## src/rtl/spi_master_ctrl.sv

```systemverilog
// spi_master_ctrl: serialises {cmd,din} frames onto SS_n/MOSI and captures the
// 8-bit MISO reply of read-data frames.
module spi_master_ctrl #(
  parameter int RD_LAT = 3,
  parameter int GAP    = 1
) (
  input  logic       clk,
  input  logic       rst,
  input  logic       start,
  input  logic [1:0] cmd,
  input  logic [7:0] din,
  output logic       busy,
  output logic       done,
  output logic [7:0] dout,
  output logic       SS_n,
  output logic       MOSI,
  input  logic       MISO
);
  localparam logic [2:0] S_IDLE  = 3'd0;
  localparam logic [2:0] S_PRE   = 3'd1;
  localparam logic [2:0] S_SHIFT = 3'd2;
  localparam logic [2:0] S_WAIT  = 3'd3;
  localparam logic [2:0] S_CAPT  = 3'd4;
  localparam logic [2:0] S_GAP   = 3'd5;
  logic [2:0] state_q, state_d;
  logic [3:0] cnt_q, cnt_d;
  logic [9:0] frame_q, frame_d;
  logic [7:0] sh_q, sh_d, dout_q, dout_d;
  logic       ss_n_q, ss_n_d, mosi_q, mosi_d, busy_q, busy_d, done_q, done_d;
  always_comb begin
    state_d = state_q;
    cnt_d   = cnt_q;
    frame_d = frame_q;
    sh_d    = sh_q;
    dout_d  = dout_q;
    case (state_q)
      S_IDLE: if (start) begin
        state_d = S_PRE;
        frame_d = {cmd, din};
      end
      S_PRE: begin
        state_d = S_SHIFT;
        cnt_d   = 4'd9;
      end
      S_SHIFT: begin
        cnt_d = cnt_q - 4'd1;
        if (cnt_q == 4'd0) begin
          state_d = &frame_q[9:8] ? S_WAIT : S_GAP;
          cnt_d   = &frame_q[9:8] ? 4'(RD_LAT - 1) : 4'(GAP - 1);
        end
      end
      S_WAIT: begin
        cnt_d = cnt_q - 4'd1;
        if (cnt_q == 4'd0) begin
          state_d = S_CAPT;
          cnt_d   = 4'd7;
        end
      end
      S_CAPT: begin
        sh_d  = {sh_q[6:0], MISO};
        cnt_d = cnt_q - 4'd1;
        if (cnt_q == 4'd0) begin
          state_d = S_GAP;
          cnt_d   = 4'(GAP - 1);
          dout_d  = sh_d;
        end
      end
      S_GAP: begin
        cnt_d = cnt_q - 4'd1;
        if (cnt_q == 4'd0) state_d = S_IDLE;
      end
      default: state_d = S_IDLE;
    endcase
    // outputs are registered from the next state so they line up with it
    ss_n_d = (state_d == S_IDLE) || (state_d == S_GAP);
    mosi_d = state_d == S_PRE ? frame_d[9] : state_d == S_SHIFT ? frame_d[cnt_d] : 1'b0;
    busy_d = state_d != S_IDLE;
    done_d = (state_d == S_GAP) && (state_q != S_GAP);
  end
  always_ff @(posedge clk or posedge rst) begin
    if (rst) begin
      state_q <= S_IDLE;
      cnt_q   <= 4'd0;
      frame_q <= 10'd0;
      sh_q    <= 8'd0;
      dout_q  <= 8'd0;
      ss_n_q  <= 1'b1;
      mosi_q  <= 1'b0;
      busy_q  <= 1'b0;
      done_q  <= 1'b0;
    end else begin
      state_q <= state_d;
      cnt_q   <= cnt_d;
      frame_q <= frame_d;
      sh_q    <= sh_d;
      dout_q  <= dout_d;
      ss_n_q  <= ss_n_d;
      mosi_q  <= mosi_d;
      busy_q  <= busy_d;
      done_q  <= done_d;
    end
  end
  assign SS_n = ss_n_q;
  assign MOSI = mosi_q;
  assign busy = busy_q;
  assign done = done_q;
  assign dout = dout_q;
endmodule
```

## config.mk

```make
export PLATFORM = sky130hd
export DESIGN_NAME = spi_master_ctrl
export DESIGN_NICKNAME = d
export VERILOG_FILES = /design/src/rtl/spi_master_ctrl.sv
export SDC_FILE = /design/constraint.sdc
export NUM_CORES = 1
export LEC_CHECK = 0
export BUFFER_PORTS_ARGS = -buffer_cell sky130_fd_sc_hd__buf_2
export CORE_ASPECT_RATIO = 0.75
export CORE_MARGIN = 3
export CORE_UTILIZATION = 40
export DETAILED_ROUTE_END_ITERATION = 10
export GPL_TIMING_DRIVEN = 1
export HOLD_SLACK_MARGIN = 0.12
export MAX_ROUTING_LAYER = met4
export SLEW_MARGIN = 20
export SYNTH_ARGS = -nofsm -noshare
export SYNTH_HDL_FRONTEND = slang
export SYNTH_SLANG_ARGS = --single-unit
```

## constraint.sdc

```tcl
create_clock -name clk -period 2.5 [get_ports clk]
set_input_delay 0.125 -clock clk [delete_from_list [all_inputs] [get_ports clk]]
set_output_delay 0.125 -clock clk [all_outputs]
set_load 0.01 [all_outputs]
```

==> flow_summary.ini, run 1 <==
[outcome]
status = completed

[timing]
setup_violations = 0
layout_setup_ws_ns = 0.139
worst_pin_slew_ns = 0.511
timing.fmax_mhz = 424
hold_viol_final = 0
relSlewSlack = 0.660
whs_ns = 0.147
finalMaxSlewViolations = 0
rsz0062_at_grt = no
final.period_utilization = 0.944
fin_skew_ns = 0.00539
finalSetupTns_ns = 0
period_minus_slack_ns = 2.36

[min_path]
min_from = din[6]
min_path_type = input pin to register
hold_depth = 2

[yosys]
syn_area_per_cell_sq_um = 11.7
yosys.cell_types.count = 48
synth_common_cells = dfrtp_1 (35), mux2_2 (23), a21oi_1 (9), inv_1 (9), mux2i_1 (8)
syn_area_sq_um = 1930
synth_top_cell_by_area = dfrtp_1
synth_flop_cell = dfrtp_1
async_flop_share = 1.00
synth_area_leaders = dfrtp_1 (45%), mux2_2 (13%), mux2i_1 (4.1%)
syn_inst = 165
synth_nets = 181
yosysSeqAreaShare = 0.466
yosys_warnings = 0
synth-edff-count = 0
ys_ff_latch = 36
post-synth-top-count-cell = dfrtp_1
synth_top_area_share = 0.453

[routing]
dr.first_iter.drc_count = 156
wl_per_cell_um = 16.1
antenna_left = 0
drt-vias-per-instance = 5.44
via_count = 1475
routed_wl_mm = 4.36
drc = 0
dr.pass1.iters = 4

[setup_path]
crit_family = simple AND/OR/NAND/NOR gates
crit_buf_inv = 2
worst_setup_path_start_kind = register
worst_path_max_delay_cell = or4_1
rrSetupSlack_ns = 0.14
cp.depth = 9
crit_fanout = 7
arrival_ns = 2.56
crit_path_cell_trace = inv_1, ha_2, nor3b_4, and3_1, a21oi_1, o32ai_2, inv_1, or4_1, o211ai_1
crit-reg2reg-launch = cnt_q[1]$_DFF_PP0_
crit_start = cnt_q[1]$_DFF_PP0_
required_ns = 2.70
rr_worst_depth = 9
critPathKind = register to register
max_stage_delay_ns = 0.51
cp_common_cell = inv_1
crit_path_end_kind = register

[placed_design]
portBuffers = 25
dp_hpwl_mm = 3.07
gp_congestion = 0.927
place_ws_ns = 0.0746

[power_and_ir_drop]
max-vdd-ir-drop_mv = 0.516
power_density_nw_per_um2 = 1080
design_power_total_mw = 2.64
leakage_nw = 1.15

[floorplan]
rows = 21
coreArea_sq_um = 4570
die_h_um = 66.2
initial_utilization = 0.423
boundaryPins = 26
die_w_um = 86.3
die-area_sq_um = 5720

[global_route]
grt_pass1_wl_mm = 7.22
grt_pass1_vias = 1459
grt.overflow.total = 0
grt_max_degree = 37
antenna_found_initial = 0
gr-usage-all-layers = 0.169

[cts]
cts_buffers = 5
htreeDepth = 2
clock-root-buffer = clkbuf_8
clkTransAtPathRegs_ns = 0.07
clock_sinks = 36
clk_latency_ns = 0.29
cts_buffer_depth = 2
cts_tree = yes

[layout]
fin_nets = 229
layout-drive-gt1-share = 0.407
diodes = 0
areaGrowthSynthToFinish_pct = 26.3
fin_util = 0.534
fillers = 401

[flow_run]
maxCapViolCount = 0
[timing repair]
| item | CTS | global route |
|---|---|---|
| gates resized for setup | 0 | 10 |
| buffers inserted | 0 | 4 |
| endpoints found under the setup margin | 0 | 1 |
| hold buffers | 9 | 2 |
| endpoints found under the hold margin | 44 | 2 |
[layer usage]
layer | routed length (um) | GRT usage | part of all wire
met5 | 0 | - | 0
met4 | 38 | 0.0370 | 0.0087
met3 | 242 | 0.0411 | 0.056
met2 | 1790 | 0.237 | 0.41
met1 | 2280 | 0.248 | 0.52
[flip-flops by register name, indices dropped and copies added (netlist names)]
register and count:
MOSI 1, SS_n 1, busy 1, cnt_q 4, done 1, dout 8, frame_q 10, sh_q 7
state_q 3
[path summary, 6_finish.rpt]
check	end
worst max-delay path	MOSI$_DFF_PP0_
worst min-delay path	frame_q[6]$_DFF_PP0_
worst max register to register	MOSI$_DFF_PP0_
worst min register to register	frame_q[2]$_DFF_PP0_
max in group asynchronous	SS_n$_DFF_PP1_
min in group asynchronous	dout[0]$_DFFE_PP0P_
[through the flow]
stage	area, sq um	cells
floorplan	1930	165
global placement	2140	248
detailed placement	2140	248
CTS	2340	265
global route	2440	271
finish	2440	271
[cell usage in the layout, fill, tap and decap left out, types with 5 or more instances in the layout]
cell type      count
dlygate4sd3_1     11
dfrtp_1           35
buf_4             13
buf_2             25
nor3_1             7
a21oi_1            9
nand2_1            6
nor2_1             5
inv_1              9
clkbuf_8           5
mux2i_1            8
mux2_2            23
[logic make-up after synthesis]
| logic type | Yosys count | share of synthesized area |
|---|---|---|
| buffers and inverters | 17 | 0.0459 |
| multiplexers | 31 | 0.175 |
| AO/OA/AOI/OAI | 37 | 0.149 |
| flip-flops | 36 | 0.466 |
| AND/OR/NAND/NOR | 39 | 0.137 |
| XOR/XNOR | 3 | 0.0136 |
| adder cells (fa/ha/maj) | 2 | 0.0129 |
[power breakdown]
group / switching, mW / internal, mW / leakage [nW]
clock network: 0.212 / 0.295 / 0.0541
logic: 0.662 / 0.561 / 0.644
registers: 0.155 / 0.751 / 0.454
[area by class of cell]
class	count	area, sq um	area share
tap	57	71.3	0.0292
multi-input combinational	112	992	0.406
clock inverter	3	42.5	0.0174
sequential	36	902	0.369
timing repair buffer	49	333	0.136
clock buffer	5	68.8	0.0282
inverter	9	33.8	0.0138
(Power assumes the default switching activity.)
==> run 2: changes to the inputs <==
==> constraint.sdc (replaced) <==
create_clock -name clk -period 2.5 [get_ports clk]
set_input_delay 0.25 -clock clk [delete_from_list [all_inputs] [get_ports clk]]
set_output_delay 0.25 -clock clk [all_outputs]
set_load 0.01 [all_outputs]
==> flow_summary.ini, run 2 (same netlist as run 1, synthesis figures left out) <==
[routing]
dr.first_iter.drc_count = 138
via_count = 1450
routed_wl_mm = 4.26
drc = 0
antenna_left = 0
dr.pass1.iters = 4
drt-vias-per-instance = 5.56
wl_per_cell_um = 16.3

[min_path]
hold_depth = 2
min_from = MISO
min_path_type = input pin to register

[power_and_ir_drop]
leakage_nw = 1.11
max-vdd-ir-drop_mv = 0.514
seq_power_share = 0.346
swShare = 0.391
design_power_total_mw = 2.62
clock_power_share = 0.192
p_sw_mw = 1.03
p_int_mw = 1.60
power_density_nw_per_um2 = 1120
p_comb_frac = 0.461

[setup_path]
crit-reg2reg-launch = cnt_q[1]$_DFF_PP0_
critPathKind = register to register
cp.depth = 9
rr_worst_depth = 9
crit_path_cell_trace = inv_1, ha_2, nor3b_4, and3_1, a21oi_1, o32ai_2, inv_1, or4_1, o211ai_1
worst_path_max_delay_cell = or4_1
crit_fanout = 7
crit_start = cnt_q[1]$_DFF_PP0_
worst_setup_path_start_kind = register
required_ns = 2.70
arrival_ns = 2.55
crit_family = simple AND/OR/NAND/NOR gates
max_stage_delay_ns = 0.51
crit_path_end_kind = register
cp_common_cell = inv_1
crit_buf_inv = 2
rrSetupSlack_ns = 0.15

[cts]
cts_buffer_depth = 2
cts_buffers = 5
clkTransAtPathRegs_ns = 0.07
clock_sinks = 36
cts_tree = yes
clock-root-buffer = clkbuf_8
htreeDepth = 2
clk_latency_ns = 0.28

[timing]
setup_violations = 0
final.period_utilization = 0.941
worst_pin_slew_ns = 0.511
relSlewSlack = 0.659
rsz0062_at_grt = no
fin_skew_ns = 0.00317
finalSetupTns_ns = 0
period_minus_slack_ns = 2.35
whs_ns = 0.213
hold_viol_final = 0
layout_setup_ws_ns = 0.147
finalMaxSlewViolations = 0
timing.fmax_mhz = 425

[flow_run]
maxCapViolCount = 0

[global_route]
grt.overflow.total = 0
grt_pass1_wl_mm = 7.11
gr-usage-all-layers = 0.167
grt_pass1_vias = 1414
grt_max_degree = 37
antenna_found_initial = 0

[floorplan]
rows = 21
initial_utilization = 0.423
die_w_um = 86.3
die-area_sq_um = 5720
boundaryPins = 26
die_h_um = 66.2
coreArea_sq_um = 4570

[placed_design]
portBuffers = 25
place_ws_ns = 0.0746
dp_hpwl_mm = 3.07
gp_congestion = 0.927

[layout]
regMostFlops = frame_q
final_common_cell = dfrtp_1
layout-drive-gt1-share = 0.426
diodes = 0
largest_register_ff_count = 10
areaGrowthSynthToFinish_pct = 21.2
fin_nets = 219
layout_common_cells = dfrtp_1 (35), buf_2 (25), mux2_2 (23)

[outcome]
status = completed
## run 2: repair_timing
action | CTS | global route
setup buffers | 0 | 4
hold endpoints to repair | 35 | 0
hold buffers | 1 | 0
gates resized for setup | 0 | 10
endpoints found under the setup margin | 0 | 1
## run 2: final timing paths
path	endpoint
worst min register to register	frame_q[2]$_DFF_PP0_
worst min-delay path	dout[0]$_DFFE_PP0P_
min in group asynchronous	state_q[1]$_DFF_PP0_
worst max-delay path	MOSI$_DFF_PP0_
worst max register to register	MOSI$_DFF_PP0_
max in group asynchronous	SS_n$_DFF_PP1_
## run 2: power by group through the flow
stage,combinational (mW),clock (mW),sequential (mW)
detailed placement,1.09,0,0.906
global route,1.33,0.553,0.934
floorplan,0.846,0,0.873
global placement,1.06,0,0.902
CTS,1.09,0.521,0.896
finish,1.21,0.505,0.908
## run 2: metrics by stage
stage                     area, sq um   util  instances
after floorplan                  1930      -        165
after global placement           2140  0.469        248
after detailed placement         2140  0.469        248
after CTS                        2260  0.495        257
after global routing             2340  0.513        261
final                            2340  0.513        261
## run 2: area by class of cell
type,instances,area [sq um]
Clock inverter,3,42.5
Fill cell,414,2230
Timing Repair Buffer,39,233
Clock buffer,5,68.8
Multi-Input combinational cell,112,992
Tap cell,57,71.3
Inverter,9,33.8
Sequential cell,36,902
## run 2: metal layers
layer	up-vias	share of wire	GRT usage
met5	-	0	-
met3	4	0.056	0.0423
met1	721	0.52	0.247
met4	0	0.0089	0.0370
met2	41	0.41	0.227
li1	684	-	-
